**src/rtl/fifo_packer_pkg.sv**
```systemverilog
// Shared types and default geometry for the FIFO word packer.
// Optional partial-beat flush is enabled with macro FIFO_PACKER_FLUSH_EN.
package fifo_packer_pkg;

  localparam int unsigned SIZE_DEF     = 4;
  localparam int unsigned PACK_IDX_DEF = 2;
  localparam int unsigned PACK         = 2 ** PACK_IDX_DEF;

  // Accumulator occupancy: EMPTY (0 words), PARTIAL (1..PACK-1), FULL (PACK)
  typedef enum logic [1:0] {
    ACC_EMPTY   = 2'd0,
    ACC_PARTIAL = 2'd1,
    ACC_FULL    = 2'd2
  } acc_state_e;

endpackage

```
**src/rtl/fifo_packer_out_reg.sv**
```systemverilog
// One-entry valid/ready pipeline register holding the packed output beat.
module pack_out_reg
  import fifo_packer_pkg::*;
#(
  parameter int unsigned W = SIZE_DEF * PACK
) (
  input  logic         clk,
  input  logic         rst,
  input  logic         in_val,
  output logic         in_rdy,
  input  logic [W-1:0] in_data,
  output logic         out_val,
  input  logic         out_rdy,
  output logic [W-1:0] out_data
);

  logic         val_q, val_d;
  logic [W-1:0] data_q, data_d;

  // Register is free when empty or being drained this cycle
  assign in_rdy   = !val_q || out_rdy;
  assign out_val  = val_q;
  assign out_data = data_q;

  // Load a new entry when free; payload only changes on a load
  always_comb begin
    val_d  = val_q;
    data_d = data_q;
    if (in_rdy) begin
      val_d = in_val;
      if (in_val) data_d = in_data;
    end
  end

  // Entry state register
  always_ff @(posedge clk or posedge rst) begin
    if (rst) begin
      val_q  <= 1'b0;
      data_q <= '0;
    end else begin
      val_q  <= val_d;
      data_q <= data_d;
    end
  end

endmodule

```
**src/rtl/fifo_packer.sv**
```systemverilog
// Packs 2**PACK_IDX narrow FIFO words into one wide beat, first word in the LSBs.
// Define FIFO_PACKER_FLUSH_EN to add the flush input and out_cnt output for partial beats.
module fifo_packer
  import fifo_packer_pkg::*;
#(
  parameter int unsigned SIZE     = SIZE_DEF,
  parameter int unsigned PACK_IDX = PACK_IDX_DEF
) (
  input  logic                           clk,
  input  logic                           rst,
  input  logic                           in_val,
  output logic                           in_rdy,
  input  logic [SIZE-1:0]                in_data,
  output logic                           out_val,
  input  logic                           out_rdy,
`ifdef FIFO_PACKER_FLUSH_EN
  input  logic                           flush,
  output logic [PACK_IDX:0]              out_cnt,
`endif
  output logic [SIZE*(2**PACK_IDX)-1:0]  out_data
);

  localparam int unsigned LANES  = 2 ** PACK_IDX;
  localparam int unsigned CNT_W  = PACK_IDX + 1;
  localparam int unsigned DATA_W = SIZE * LANES;
`ifdef FIFO_PACKER_FLUSH_EN
  localparam int unsigned REG_W  = DATA_W + CNT_W;
`else
  localparam int unsigned REG_W  = DATA_W;
`endif

  acc_state_e                 state_q, state_d;
  logic [CNT_W-1:0]           cnt_q, cnt_d, cnt_nxt;
  logic [LANES-1:0][SIZE-1:0] lanes_q, lanes_d, lanes_nxt;
  logic                       in_hsk;
  logic                       reg_free;
  logic                       beat_full;
  logic                       load;
  logic [REG_W-1:0]           beat_pl;
  logic [REG_W-1:0]           reg_pl;
`ifdef FIFO_PACKER_FLUSH_EN
  logic                       pend_q, pend_d;
  logic                       flush_req;
`endif

  // Ready depends on accumulator state only, never on out_rdy
`ifdef FIFO_PACKER_FLUSH_EN
  assign in_rdy = (state_q != ACC_FULL) && !pend_q;
`else
  assign in_rdy = (state_q != ACC_FULL);
`endif
  assign in_hsk = in_val && in_rdy;

  // Accumulate words and decide when a beat moves into the output register
  always_comb begin
    lanes_nxt = lanes_q;
    cnt_nxt   = cnt_q;
    beat_full = 1'b0;
    load      = 1'b0;
    cnt_d     = cnt_q;
    lanes_d   = lanes_q;
    state_d   = state_q;
`ifdef FIFO_PACKER_FLUSH_EN
    pend_d    = 1'b0;
    flush_req = flush || pend_q;
`endif

    if (in_hsk) begin
      lanes_nxt[cnt_q[PACK_IDX-1:0]] = in_data;
      cnt_nxt                        = cnt_q + CNT_W'(1);
    end

    beat_full = (cnt_nxt == CNT_W'(LANES));
    load      = beat_full;
`ifdef FIFO_PACKER_FLUSH_EN
    // A flush with nothing accumulated is ignored
    load      = beat_full || (flush_req && (cnt_nxt != '0));
`endif

    cnt_d   = cnt_nxt;
    lanes_d = lanes_nxt;
    if (load && reg_free) begin
      // Lanes are cleared so a later partial beat carries zeros above its count
      cnt_d   = '0;
      lanes_d = '0;
    end
`ifdef FIFO_PACKER_FLUSH_EN
    if (load && !reg_free && !beat_full) pend_d = 1'b1;
`endif

    if (cnt_d == '0)                     state_d = ACC_EMPTY;
    else if (cnt_d == CNT_W'(LANES))     state_d = ACC_FULL;
    else                                 state_d = ACC_PARTIAL;
  end

`ifdef FIFO_PACKER_FLUSH_EN
  assign beat_pl  = {cnt_nxt, lanes_nxt};
  assign out_data = reg_pl[DATA_W-1:0];
  assign out_cnt  = reg_pl[REG_W-1:DATA_W];
`else
  assign beat_pl  = lanes_nxt;
  assign out_data = reg_pl;
`endif

  // Accumulator state register
  always_ff @(posedge clk or posedge rst) begin
    if (rst) begin
      state_q <= ACC_EMPTY;
      cnt_q   <= '0;
      lanes_q <= '0;
    end else begin
      state_q <= state_d;
      cnt_q   <= cnt_d;
      lanes_q <= lanes_d;
    end
  end

`ifdef FIFO_PACKER_FLUSH_EN
  // Flush waiting for the output register to drain
  always_ff @(posedge clk or posedge rst) begin
    if (rst) pend_q <= 1'b0;
    else     pend_q <= pend_d;
  end
`endif

  pack_out_reg #(
    .W (REG_W)
  ) u_out_reg (
    .clk      (clk),
    .rst      (rst),
    .in_val   (load),
    .in_rdy   (reg_free),
    .in_data  (beat_pl),
    .out_val  (out_val),
    .out_rdy  (out_rdy),
    .out_data (reg_pl)
  );

endmodule

```
**config.mk**
```make
export PLATFORM = sky130hd
export DESIGN_NAME = fifo_packer
export DESIGN_NICKNAME = d
export VERILOG_FILES = /design/src/rtl/fifo_packer_pkg.sv /design/src/rtl/fifo_packer_out_reg.sv /design/src/rtl/fifo_packer.sv
export SDC_FILE = /design/constraint.sdc
export NUM_CORES = 1
export LEC_CHECK = 0
export BUFFER_PORTS_ARGS = -buffer_cell sky130_fd_sc_hd__buf_2
export CORE_ASPECT_RATIO = 1.25
export CORE_MARGIN = 2
export CORE_UTILIZATION = 35
export DETAILED_ROUTE_END_ITERATION = 16
export PLACE_DENSITY = 0.54
export SETUP_SLACK_MARGIN = 0.4
export SLEW_MARGIN = 20
export SYNTH_ARGS = -nofsm -noshare
export SYNTH_HDL_FRONTEND = slang
export SYNTH_HIERARCHICAL = 1
export SYNTH_SLANG_ARGS = --single-unit
```
**constraint.sdc**
```tcl
create_clock -name clk -period 1.9 [get_ports clk]
set_input_delay 0.095 -clock clk [delete_from_list [all_inputs] [get_ports clk]]
set_output_delay 0.095 -clock clk [all_outputs]
set_load 0.01 [all_outputs]
```
Yosys cells after proc, flatten, opt, wreduce, memory -nomap -nowiden:

Cells that the tools add are included.

* equality and inequality tests: 3
* order comparisons: 2
* add/sub/neg operators: 1
* reduce and logical (&&, ||, !) cells: 7
* muxes and demuxes: 9

Operators by type and width (count)
* two-way mux 16 bit: 2
* bitwise mux 16 bit: 1
* demux 4 bit (select 2 bit): 1
* equality test 3 bit (second input constant): 2
* two-way mux 3 bit: 2
* two-way mux 2 bit: 2
* two-way mux 4 bit: 1
* adder 3 x 1 -> 3 bit (second input constant): 1
* logical AND 1 bit: 3
* zero test 3 bit: 1
* < comparator 2 x 3 -> 1 bit (second input constant): 1
* greater-or-equal comparator 2 x 1 -> 1 bit (second input constant): 1
* inequality test 2 bit (second input constant): 1
* AND reduction 2 bit: 1
* zero test 1 bit: 1
* logical OR 1 bit: 1

* logic and storage cells: 30
* register bits: 38
* input bits: 8
* output and inout bits: 18

Logic depth before layout (Yosys ltp):

Gate-level depths: netlist of the first run.

* depth after elaboration: 9
* depth in mapped cells: 9

Hierarchy:

Netlist of the first run, hierarchy kept.

By module, submodules not included
* fifo_packer: instances 1, seq. area each 525.5 um2, area each 1087.3 um2, cells each 84
* pack_out_reg: instances 1, seq. area each 425.4 um2, area each 699.4 um2, cells each 38

Least setup slack after synthesis of the first run:

No wires, ideal clock.

* path type: flip-flop to flip-flop
* start: register cnt_q[0]
* end: register u_out_reg.data_q[10] (netlist: u_out_reg/out_data[10])
* setup time: 0.125 ns
* period minus slack after synthesis: 2.094 ns
* data required time: 1.775 ns
* setup slack: -0.194 ns
* buffers on the path: 2
* cell stages (with the launch flop): 10
* arrival time: 1.969 ns
* cell sequence: dfrtp_1 inv_1 ha_1 and4b_1 a31oi_2 buf_4 nor2_1 nand2_4 buf_12 mux2_4

* elaborated cells between the ends (all ways): 11
* classes of those cells: 1 x add/sub; 2 x order compare; 1 x eq/ne; 5 x mux; 2 x reduce/logical

RTL lines
* start: declaration: line fifo_packer.sv:33 `logic [CNT_W-1:0] cnt_q, cnt_d, cnt_nxt;`
* start signal: assignment: line fifo_packer.sv:113 `cnt_q <= cnt_d;`
* adder 3 x 1 -> 3 bit: line fifo_packer.sv:70 `cnt_nxt = cnt_q + CNT_W'(1);`
* two-way mux 3 bit *: line fifo_packer.sv:68 `if (in_hsk) begin`
* equality test 3 bit *: line fifo_packer.sv:73 `beat_full = (cnt_nxt == CNT_W'(LANES));`
* named net beat_full: line fifo_packer.sv:37 `logic beat_full;`
* AND reduction 2 bit (no line) *
* end signal: assignment: line fifo_packer_out_reg.sv:42 `data_q <= data_d;`
* end: declaration: line fifo_packer_out_reg.sv:18 `logic [W-1:0] data_q, data_d;`

Mark *: on every way through the listed nets, which the timed path passes. The rest lies on a longest branch.
A chain may end at the register's enable or synchronous reset.

==> results of run 1 <==
==> cells in the mapped netlist, drive strengths merged <==
library cell / count / area share [%]
dfrtp: 38 / 53
mux2: 33 / 23
o31a: 16 / 7.8
buf: 5 / 3.2
inv: 5 / 1.1
ha: 4 / 2.8
nand3: 3 / 0.84
and2: 2 / 0.84
nand2: 2 / 0.84
nand2b: 2 / 1.1
nor2: 2 / 0.84
a21oi: 1 / 0.49
a31oi: 1 / 0.70
and3: 1 / 0.63
and4b: 1 / 0.56
clkbuf: 1 / 0.21
clkinv: 1 / 0.21
nor3: 1 / 0.28
o22a: 1 / 0.49
or2b: 1 / 0.42
xnor2: 1 / 0.49
==> power groups by stage <==
stage               logic (mW)  clock network, mW  registers (mW)
finish                    1.92              0.558            1.32
global route              2.07              0.611            1.36
CTS                       1.89              0.577            1.32
detailed placement        1.68                  0            1.33
global placement          1.64                  0            1.31
floorplan                 1.15                  0            1.38
==> routing by layer <==
metal,part of all wire (%),up-vias,wire length [µm]
met5,0,-,0
met4,1.6,0,63
met3,2.8,7,109
met2,53,16,2070
met1,43,587,1670
li1,-,514,-
==> worst min-delay path by stage <==
| stage | start | end | slack (ps) | cells past startpoint |
|---|---|---|---|---|
| after floorplan | rst | u_out_reg/out_data[0] | 20 | 1 |
| after global placement | rst | u_out_reg/out_val | 240 | 2 |
| after detailed placement | rst | u_out_reg/out_val | 250 | 2 |
| after CTS | out_rdy | state_q[1] | 110 | 3 |
| after global routing | out_rdy | state_q[1] | 120 | 3 |
| final | out_rdy | state_q[1] | 120 | 3 |
==> state kept, by name (all words and copies together), names as in the netlist <==
signal              flops
cnt_q                   3
u_out_reg/out_data     16
state_q                 2
u_out_reg/out_val       1
lanes_q                16
==> per-stage QoR <==
step	total power [mW]	cells	utilization (%)
after floorplan	2.53	122	-
after global placement	2.95	211	40.7
after detailed placement	3.01	211	40.7
after CTS	3.79	223	44.1
after global routing	4.04	223	44.5
final	3.80	223	44.5
==> worst max-delay path: cells and delay by family, from the launching register on <==
kind                     cells  cell delay, ps
AO/OA/AOI/OAI                2             290
buffers and inverters        3             520
AND/OR/NAND/NOR              1             300
adder cells (fa/ha/maj)      1             190
flip-flops                   1             440
==> area by class of cell <==
cell class                 instances  area [µm²]
fill                             476        2780
timing repair buffer              37         280
tap                               62        77.6
inverter                           6        22.5
clock buffer                       7        86.3
clock inverter                     1        5.00
multi-input combinational         72         806
sequential                        38         952
==> cell families (layout without fill, tap and decap cells) <==
family          after synthesis  after routing  share of synthesized area, %
fa+ha+maj                     4              4                          2.80
xor+xnor                      1              1                         0.490
flops                        38             38                          53.2
simple gates                 15             15                          6.37
buf+inv                      12             51                          4.69
compound gates               19             19                          9.52
mux                          33             33                          22.9
==> cells in the final DEF (no fill, tap or decap), types with 3 or more instances in the layout <==
master | Yosys | routed
sky130_fd_sc_hd__dfrtp_1 | 38 | 37
sky130_fd_sc_hd__buf_2 | 0 | 25
sky130_fd_sc_hd__mux2_2 | 23 | 17
sky130_fd_sc_hd__o31a_1 | 16 | 16
sky130_fd_sc_hd__mux2_4 | 10 | 16
sky130_fd_sc_hd__buf_4 | 2 | 7
sky130_fd_sc_hd__clkbuf_8 | 0 | 6
sky130_fd_sc_hd__nand3_1 | 3 | 3
sky130_fd_sc_hd__inv_1 | 5 | 3
sky130_fd_sc_hd__buf_12 | 1 | 3
==> timing repair <==
item                                    in CTS  in global routing
endpoints found under the setup margin      36                 36
setup buffers                                2                  0
pin swaps                                    1                  0
gates resized for setup                      4                  7
endpoints found under the hold margin       17                  0
hold buffers                                 1                  0
gates cloned                                 1                  0
==> metrics.log, run 1 <==
INFO  metric placed_area = 0.00204 mm²
INFO  metric met2_usage = 26.2%
INFO  metric seqPwrFrac = 34.7%
INFO  metric core_footprint = 0.00501 mm²
INFO  metric cts.root.buffer_cell = sky130_fd_sc_hd__clkbuf_8
INFO  metric antenna_cells = 0
INFO  metric globalRoute.busiestLayer = met2
INFO  metric tritoncts.num_buffers = 5
INFO  metric power.ir.vdd_worst = 0.605 mV
INFO  metric io_buffer_count = 25
INFO  metric post_drt_wl_per_cell = 17.5 µm
INFO  metric stdcell_area = 0.00223 mm²
INFO  metric drt_drc_violations_left = 0
INFO  metric r2r-start = cnt_q[1]
INFO  metric max_stage_delay = 440 ps
INFO  metric drt-initial-drc-count = 18
INFO  metric run_status = finished clean
INFO  metric grt_overflow = 0
INFO  metric type_of_the_tightest_min_delay_check = input pin to flip-flop
INFO  metric netSwitchingPower = 1.26 mW
INFO  metric clockPowerShare = 14.7%
INFO  metric initial_utilization = 35.7%
INFO  metric post-route-worst-setup-slack = 57.7 ps
INFO  metric timing.setup.critical_path_class = flip-flop to flip-flop
INFO  metric cells_along_the_critical_path = inv_2 > ha_4 > and4b_1 > a31oi_4 > buf_4 > bufbuf_16 > o31a_1
INFO  metric cts.sink_count = 38
INFO  metric setup_repair_after_global_routing_missed_its_margin = yes
INFO  metric met3_usage = 3.37%
INFO  metric max_slew.worst_pin.slew = 848 ps
INFO  metric worstPathMaxFanout = 9
INFO  metric ff2ff_path_depth = 7
INFO  metric cts_max_level = 2
INFO  metric finalHoldViolCount = 0
INFO  metric rows = 29
INFO  metric grt_antenna_before_repair = 0
INFO  metric sw_frac_of_total = 33.1%
INFO  metric worstPathRequired = 2070 ps
INFO  metric maxSlewHeadroom = 43.4%
INFO  metric met1_global_route_usage = 18.8%
INFO  metric power.static_leakage = 1.10 nW
INFO  metric timing.max_cap.violations = 0
INFO  metric combPwrFrac = 50.6%
INFO  metric skew = 3.90 ps
INFO  metric power_density = 1700 mW/mm²
INFO  metric report.final.slew_viol_count = 0
INFO  metric p_int = 2.54 mW
INFO  metric synthesis.area = 0.00179 mm²
INFO  metric setup_violations_final = 0
INFO  metric via_count_of_the_first_global_routing_pass = 1194
INFO  metric finalNetCount = 172
INFO  metric fp.dieArea = 0.00570 mm²
INFO  metric postSynthRegisterBits = 38
INFO  metric ff_to_ff_setup_slack = 60 ps
INFO  metric drt.antenna.violating_nets = 0
INFO  metric crit-reg2reg-capture = lanes_q[3]
INFO  metric clk_path_buf_depth = 2
INFO  metric tritoncts = built
INFO  metric dp_hpwl = 2680 µm
INFO  metric synthesized_netlist_net_count = 134
INFO  metric synthesis.area_per_instance = 14.6 µm²
INFO  metric clock_latency = 290 ps
INFO  metric critical_path.slowest_cell = sky130_fd_sc_hd__dfrtp_2
INFO  metric netlist-cell-type-count = 28
INFO  metric detail_route.wirelength = 3910 µm
INFO  metric track_usage = 15.4%
INFO  metric pre_antenna_drt_iters = 4
INFO  metric yosys_synthesis_warning_count = 6
INFO  metric synth_seq_area_share = 53.2%
INFO  metric syn2layout_area_growth = 24.8%
INFO  metric io-pin-count = 26
INFO  metric final.min_clock_period = 1840 ps
INFO  metric gp_routability_congestion = 0.682
INFO  metric hold_ws = 118 ps
INFO  metric dr_total_vias = 1124
INFO  metric critPathArrivalTime = 2010 ps
INFO  metric clock.fmax = 543 MHz
INFO  metric grt_first_pass_wirelength = 6390 µm
INFO  metric syn-instance-count = 122
INFO  metric fin_setup_tns = 0 ps
INFO  metric die_h = 83.9 µm
INFO  metric fin_crit_sh = 97.0%
INFO  metric layout-drive-gt1-share = 55.3%
INFO  metric worst_setup_path_start_kind = flip-flop
INFO  metric clk_pin_slew_worst_paths = 70 ps
INFO  metric placement.setup.worst_slack = -30.0 ps
INFO  metric setup.worst_path.end_class = flip-flop
INFO  metric critPathCapture = lanes_q[3]
INFO  metric maximum_number_of_pins_on_one_net_before_global_route_repair = 22
INFO  metric via_per_inst = 5.04
INFO  metric die_w = 67.9 µm
INFO  metric startpoint = cnt_q[1]
Power figures use the tool's default switching activity.
==> run 2: changes to the inputs <==
--- a/config.mk
+++ b/config.mk
@@ -5,7 +5,7 @@
 export SDC_FILE = /design/constraint.sdc
 export NUM_CORES = 1
 export LEC_CHECK = 0
-export BUFFER_PORTS_ARGS = -buffer_cell sky130_fd_sc_hd__buf_2
+export BUFFER_PORTS_ARGS = -buffer_cell sky130_fd_sc_hd__clkbuf_2
 export CORE_ASPECT_RATIO = 1.25
 export CORE_MARGIN = 2
 export CORE_UTILIZATION = 35
==> run 2 against run 1 <==
  * Clock power rose by 53%
  * First-iteration DRC count rose by 5.6%
  * Maximum frequency fell by 1.2%
  * Design area rose by 1.6%
  * Largest cell class unchanged
  * Highest routed layer unchanged
  * Worst setup slack got worse by 22 ps
  * Clock skew rose by 2.7 ps
  * Sequential power barely moved
  * Wire length fell by 0.10%
  * Critical path depth rose by 1
  * Via count fell by 2.0%
==> metrics.log, run 2 (synthesized netlist as in run 1, its figures left out) <==
INFO  metric syn2layout_area_growth = 26.8% (was 24.8%)
INFO  metric dp_hpwl = 2760 µm (was 2680 µm)
INFO  metric worst_setup_path_start_kind = flip-flop (unchanged)
INFO  metric setup_violations_final = 0 (unchanged)
INFO  metric drt_drc_violations_left = 0 (unchanged)
INFO  metric die_h = 83.9 µm (unchanged)
INFO  metric gp_routability_congestion = 0.684 (was 0.682)
INFO  metric power.static_leakage = 1.09 nW (was 1.10 nW)
INFO  metric multi_input_comb_area = 792 µm² (was 806 µm²)
INFO  metric fillerInstances = 470 (was 476)
INFO  metric tritoncts = built (unchanged)
INFO  metric run_status = finished clean (unchanged)
INFO  metric fin_setup_tns = 0 ps (unchanged)
INFO  metric setup_repair_after_global_routing_missed_its_margin = yes (unchanged)
INFO  metric r2r-start = cnt_q[1] (unchanged)
INFO  metric ff_to_ff_setup_slack = 40 ps (was 60 ps)
INFO  metric sequential_cell_area = 951 µm² (was 952 µm²)
INFO  metric track_usage = 15.8% (was 15.4%)
INFO  metric finalHoldViolCount = 0 (unchanged)
INFO  metric cts.root.buffer_cell = sky130_fd_sc_hd__clkbuf_8 (unchanged)
INFO  metric fin_crit_sh = 98.1% (was 97.0%)
INFO  metric antenna_cells = 0 (unchanged)
INFO  metric pre_antenna_drt_iters = 4 (unchanged)
INFO  metric fp.dieArea = 0.00570 mm² (unchanged)
INFO  metric via_per_inst = 4.94 (was 5.04)
INFO  metric grt_antenna_before_repair = 0 (unchanged)
INFO  metric report.final.slew_viol_count = 0 (unchanged)
INFO  metric drt.antenna.violating_nets = 0 (unchanged)
INFO  metric layout.cells.most_common_list = 38 x sky130_fd_sc_hd__dfrtp_1, 25 x sky130_fd_sc_hd__clkbuf_2, 22 x sky130_fd_sc_hd__mux2_2 (was 37 x sky130_fd_sc_hd__dfrtp_1, 25 x sky130_fd_sc_hd__buf_2, 17 x sky130_fd_sc_hd__mux2_2)
INFO  metric dr_total_vias = 1102 (was 1124)
INFO  metric worstPathRequired = 2080 ps (was 2070 ps)
INFO  metric cts.sink_count = 38 (unchanged)
INFO  metric rows = 29 (unchanged)
INFO  metric detail_route.wirelength = 3910 µm (about the same)
INFO  metric startpoint = cnt_q[1] (unchanged)
INFO  metric initial_utilization = 35.7% (unchanged)
INFO  metric mostFrequentLayoutCell = sky130_fd_sc_hd__dfrtp_1 (unchanged)
INFO  metric finalNetCount = 172 (unchanged)
INFO  metric skew = 6.60 ps (was 3.90 ps)
INFO  metric tritoncts.num_buffers = 5 (unchanged)
INFO  metric setup.worst_path.end_class = flip-flop (unchanged)
INFO  metric post_drt_wl_per_cell = 17.5 µm (about the same)
INFO  metric die_w = 67.9 µm (unchanged)
INFO  metric core_footprint = 0.00501 mm² (unchanged)
INFO  metric cts_max_level = 2 (unchanged)
INFO  metric maxSlewHeadroom = 44.2% (was 43.4%)
INFO  metric io_buffer_count = 25 (unchanged)
INFO  metric clk_pin_slew_worst_paths = 80 ps (was 70 ps)
INFO  metric via_count_of_the_first_global_routing_pass = 1183 (was 1194)
INFO  metric grt_overflow = 0 (unchanged)
INFO  metric worstPathMaxFanout = 7 (was 9)
INFO  metric power_density = 1780 mW/mm² (was 1700 mW/mm²)
INFO  metric clock.fmax = 536 MHz (was 543 MHz)
INFO  metric min-delay-start = out_rdy (unchanged)
INFO  metric maximum_number_of_pins_on_one_net_before_global_route_repair = 22 (unchanged)
INFO  metric clock_latency = 290 ps (about the same)
INFO  metric io-pin-count = 26 (unchanged)
INFO  metric clk_path_buf_depth = 2 (unchanged)
INFO  metric power.ir.vdd_worst = 0.577 mV (was 0.605 mV)
INFO  metric grt_first_pass_wirelength = 6490 µm (was 6390 µm)
INFO  metric total_power = 4.04 mW (was 3.80 mW)
INFO  metric type_of_the_tightest_min_delay_check = input pin to flip-flop (unchanged)
INFO  metric drt-initial-drc-count = 19 (was 18)
INFO  metric final.min_clock_period = 1860 ps (was 1840 ps)
INFO  metric critPathArrivalTime = 2050 ps (was 2010 ps)
INFO  metric max_slew.worst_pin.slew = 836 ps (was 848 ps)
INFO  metric timing.setup.critical_path_class = flip-flop to flip-flop (unchanged)
INFO  metric layout-drive-gt1-share = 55.9% (was 55.3%)
INFO  metric timing.max_cap.violations = 0 (unchanged)
run 2: repair_timing:
item / in CTS / in global routing
gates resized for setup: 4 / 4
cloned: 1 / 0
hold buffers: 1 / 0
endpoints found under the setup margin: 36 / 36
hold endpoints to repair: 31 / 0
pin swaps: 1 / 0
setup buffers: 1 / 1
run 2: layout make-up:
class	instances	area share (%)
sequential	38	42.0
timing repair buffer	37	12.3
inverter	6	0.994
multi-input combinational	72	35.0
clock buffer	6	3.65
tap	62	3.43
clock inverter	2	2.65
run 2: stage by stage:
step | std cells | utilization (%) | instance area, µm² | setup WS, ps | hold WS, ps
after global routing | 223 | 45.2 | 2260 | -15.5 | 117
after detailed placement | 211 | 40.7 | 2040 | 1.20 | 240
final | 223 | 45.2 | 2260 | 36.0 | 108
after global placement | 211 | 40.7 | 2040 | 60.6 | 220
after CTS | 222 | 44.9 | 2250 | 26.1 | 104
after floorplan | 122 | - | 1810 | -46.6 | 21.1
run 2: worst paths after layout:
| path | cells past startpoint | to |
|---|---|---|
| min in group asynchronous | 3 | u_out_reg/out_data[10] |
| hold / removal | 3 | state_q[1] |
| hold reg to reg | 1 | u_out_reg/out_data[14] |
| setup / recovery | 8 | u_out_reg/out_data[13] |
| max in group asynchronous | 3 | lanes_q[3] |
| setup reg to reg | 8 | u_out_reg/out_data[13] |
run 2: power breakdown:
part	internal, mW	switching, mW	total (mW)
clock network	0.560	0.294	0.854
logic	1.04	0.832	1.87
registers	1.16	0.161	1.32
total	2.76	1.29	4.04
run 2: critical path: stages, from the launching register on:
cell and delay, ps:
sky130_fd_sc_hd__dfrtp_1 420, sky130_fd_sc_hd__inv_2 70, sky130_fd_sc_hd__ha_4 260, sky130_fd_sc_hd__and4b_1 210
sky130_fd_sc_hd__a31oi_4 190, sky130_fd_sc_hd__nor2_4 60, sky130_fd_sc_hd__nand2_4 80, sky130_fd_sc_hd__buf_12 130
sky130_fd_sc_hd__mux2_2 330
run 2: per-layer routing:
layer	global-route usage, %	vias up	wire (µm)
met1	20.1	569	1660
met2	25.7	14	2080
met5	0	-	0
met4	6.00	0	70
met3	3.37	6	99
li1	-	513	-
==> run 3: changes to the inputs <==
--- a/config.mk
+++ b/config.mk
@@ -8,9 +8,9 @@
 export BUFFER_PORTS_ARGS = -buffer_cell sky130_fd_sc_hd__clkbuf_2
 export CORE_ASPECT_RATIO = 1.25
 export CORE_MARGIN = 2
-export CORE_UTILIZATION = 35
+export CORE_UTILIZATION = 50
 export DETAILED_ROUTE_END_ITERATION = 16
-export PLACE_DENSITY = 0.54
+export PLACE_DENSITY = 0.73
 export SETUP_SLACK_MARGIN = 0.4
 export SLEW_MARGIN = 20
 export SYNTH_ARGS = -nofsm -noshare
==> run 3 against run 2 <==
  * Via count down 1.5%
  * Hold slack better by 8.4 ps
  * Wire length down 7.9%
  * Core utilization up 17 points
  * Sequential cell count unchanged
  * Largest cell class unchanged
  * Highest routed layer unchanged
==> metrics.log, run 3 (synthesized netlist as in run 1, its figures left out) <==
INFO  metric cts.sink_count = 38 (unchanged)
INFO  metric timing.max_cap.violations = 0 (unchanged)
INFO  metric cts.root.buffer_cell = sky130_fd_sc_hd__clkbuf_8 (unchanged)
INFO  metric fp.dieArea = 0.00407 mm² (was 0.00570 mm²)
INFO  metric power.ir.vdd_worst = 1.07 mV (was 0.577 mV)
INFO  metric via_per_inst = 5.46 (was 4.94)
INFO  metric worst_setup_path_start_kind = flip-flop (unchanged)
INFO  metric crit_cells = 8 (unchanged)
INFO  metric maxSlewHeadroom = 45.5% (was 44.2%)
INFO  metric worstPathMaxFanout = 7 (unchanged)
INFO  metric power_density = 1680 mW/mm² (was 1780 mW/mm²)
INFO  metric io-pin-count = 26 (unchanged)
INFO  metric setup.worst_path.end_class = flip-flop (unchanged)
INFO  metric max_stage_delay = 390 ps (was 420 ps)
INFO  metric run_status = finished clean (unchanged)
INFO  metric setup_violations_final = 0 (unchanged)
INFO  metric cts_max_level = 2 (unchanged)
INFO  metric sequential_cell_area = 951 µm² (unchanged)
INFO  metric clk_pin_slew_worst_paths = 70 ps (was 80 ps)
INFO  metric io_buffer_count = 25 (unchanged)
INFO  metric post_layout_nonfiller_instances = 199 (was 223)
INFO  metric critical_path.slowest_cell = sky130_fd_sc_hd__dfrtp_1 (unchanged)
INFO  metric timing.setup.critical_path_class = flip-flop to flip-flop (unchanged)
INFO  metric detail_route.wirelength = 3600 µm (was 3910 µm)
INFO  metric core_footprint = 0.00345 mm² (was 0.00501 mm²)
INFO  metric ff2ff_path_depth = 8 (unchanged)
INFO  metric syn2layout_area_growth = 20.2% (was 26.8%)
INFO  metric met3WireLength = 122 µm (was 99 µm)
INFO  metric maximum_number_of_pins_on_one_net_before_global_route_repair = 22 (unchanged)
INFO  metric cells_along_the_critical_path = inv_2 > ha_4 > and4b_1 > a31oi_4 > nor2_4 > nand2_4 > buf_12 > mux2_2 (unchanged)
INFO  metric stdcell_area = 0.00215 mm² (was 0.00226 mm²)
INFO  metric layout.cells.most_common_list = 38 x sky130_fd_sc_hd__dfrtp_1, 25 x sky130_fd_sc_hd__clkbuf_2, 22 x sky130_fd_sc_hd__mux2_2 (unchanged)
INFO  metric layout-drive-gt1-share = 55.6% (was 55.9%)
INFO  metric setup_repair_after_global_routing_missed_its_margin = yes (unchanged)
INFO  metric fillerInstances = 274 (was 470)
INFO  metric final.min_clock_period = 1840 ps (was 1860 ps)
INFO  metric drt.antenna.violating_nets = 0 (unchanged)
INFO  metric total_power = 3.60 mW (was 4.04 mW)
INFO  metric cp_top_family = flip-flops (unchanged)
INFO  metric rows = 24 (was 29)
INFO  metric finalNetCount = 172 (unchanged)
INFO  metric grt_first_pass_wirelength = 6100 µm (was 6490 µm)
INFO  metric post_drt_wl_per_cell = 18.1 µm (was 17.5 µm)
INFO  metric worstPathRequired = 2070 ps (was 2080 ps)
INFO  metric track_usage = 20.1% (was 15.8%)
INFO  metric fin_crit_sh = 96.8% (was 98.1%)
INFO  metric report.final.slew_viol_count = 0 (unchanged)
INFO  metric placed_cells_incl_taps = 188 (was 211)
INFO  metric drt-initial-drc-count = 54 (was 19)
INFO  metric clock_latency = 290 ps (about the same)
INFO  metric critPathArrivalTime = 2010 ps (was 2050 ps)
INFO  metric initial_utilization = 51.7% (was 35.7%)
INFO  metric wl_met2 = 1850 µm (was 2080 µm)
INFO  metric finish.utilization = 62.2% (was 45.2%)
INFO  metric critPathBufInv = 2 (unchanged)
INFO  metric dp_hpwl = 2520 µm (was 2760 µm)
INFO  metric tritoncts = built (unchanged)
INFO  metric multi_input_comb_area = 792 µm² (unchanged)
INFO  metric die_h = 70.8 µm (was 83.9 µm)
INFO  metric gp_routability_congestion = 0.781 (was 0.684)
INFO  metric grt_overflow = 0 (unchanged)
INFO  metric finalHoldViolCount = 0 (unchanged)
INFO  metric dr_total_vias = 1086 (was 1102)
INFO  metric clk_path_buf_depth = 2 (unchanged)
INFO  metric mostFrequentLayoutCell = sky130_fd_sc_hd__dfrtp_1 (unchanged)
INFO  metric tritoncts.num_buffers = 5 (unchanged)
INFO  metric fin_setup_tns = 0 ps (unchanged)
INFO  metric drt_drc_violations_left = 0 (unchanged)
INFO  metric grt_antenna_before_repair = 0 (unchanged)
INFO  metric pre_antenna_drt_iters = 4 (unchanged)
INFO  metric placed_area = 0.00201 mm² (was 0.00204 mm²)
INFO  metric die_w = 57.5 µm (was 67.9 µm)
INFO  metric antenna_cells = 0 (unchanged)
INFO  metric skew = 4.04 ps (was 6.60 ps)
INFO  metric power.static_leakage = 1.06 nW (was 1.09 nW)
INFO  metric type_of_the_tightest_min_delay_check = input pin to flip-flop (unchanged)
INFO  metric worst_hold_path.num_cells = 3 (unchanged)
INFO  metric route.top_layer_used = met4 (unchanged)
INFO  metric clock.fmax = 544 MHz (was 536 MHz)
INFO  metric via_count_of_the_first_global_routing_pass = 1219 (was 1183)
INFO  metric max_slew.worst_pin.slew = 816 ps (was 836 ps)
INFO  metric met1Wirelength = 1550 µm (was 1660 µm)
[run 3: changes by cell type in the layout (fill, tap and decap cells not counted)]
cell	previous run	this run
sky130_fd_sc_hd__clkinv_2	0	2
sky130_fd_sc_hd__buf_4	6	8
sky130_fd_sc_hd__buf_6	1	0
sky130_fd_sc_hd__bufinv_16	2	0
sky130_fd_sc_hd__buf_16	1	0
sky130_fd_sc_hd__clkbuf_8	6	5
[run 3: layout make-up]
| class | count | share of cell area, % |
|---|---|---|
| clock buffer | 5 | 3.20 |
| clock inverter | 2 | 0.466 |
| inverter | 6 | 1.05 |
| multi-input combinational | 72 | 36.9 |
| sequential | 38 | 44.3 |
| tap | 39 | 2.27 |
| timing repair buffer | 37 | 11.9 |
[run 3: timing repair]
item / in CTS / in global routing
resized for setup: 3 / 3
hold buffers: 1 / 0
endpoints found under the hold margin: 38 / 0
endpoints found under the setup margin: 36 / 36
pin swaps: 1 / 0
setup buffers: 2 / 1
[run 3: worst paths after layout]
path                                        from                     to  slack, ps
max                                     cnt_q[1]  u_out_reg/out_data[1]         60
min                                      out_rdy             state_q[1]        120
max reg2reg                             cnt_q[1]  u_out_reg/out_data[1]         60
min reg2reg                u_out_reg/out_data[2]  u_out_reg/out_data[2]        510
max in group asynchronous                    rst             lanes_q[4]        880
min in group asynchronous                    rst  u_out_reg/out_data[9]        460
[run 3: stage by stage]
stage	setup WS, ps	hold WS, ps
finish	60.2	117
global route	-0.897	125
CTS	61.1	112
detailed placement	9.40	239
global placement	79.8	218
floorplan	-46.6	21.1
[run 3: where the power goes]
part	switching, mW	internal, mW	total [mW]
clock	0.265	0.246	0.511
sequential	0.155	1.16	1.32
combinational	0.807	0.967	1.77
total	1.23	2.37	3.60
[run 3: worst register-to-register path: cells and delay by family (launching register included)]
family                   cells  cell delay [ps]
multiplexers                 1              330
adder cells (fa/ha/maj)      1              260
AND/OR/NAND/NOR              3              360
AO/OA/AOI/OAI                1              190
flip-flops                   1              390
buffers and inverters        2              200
[run 3: routing by layer]
layer | vias up | GRT usage (%)
met3 | 8 | 4.57
met2 | 20 | 33.2
met1 | 543 | 25.1
met4 | 0 | 8.79
met5 | - | 0
li1 | 515 | -
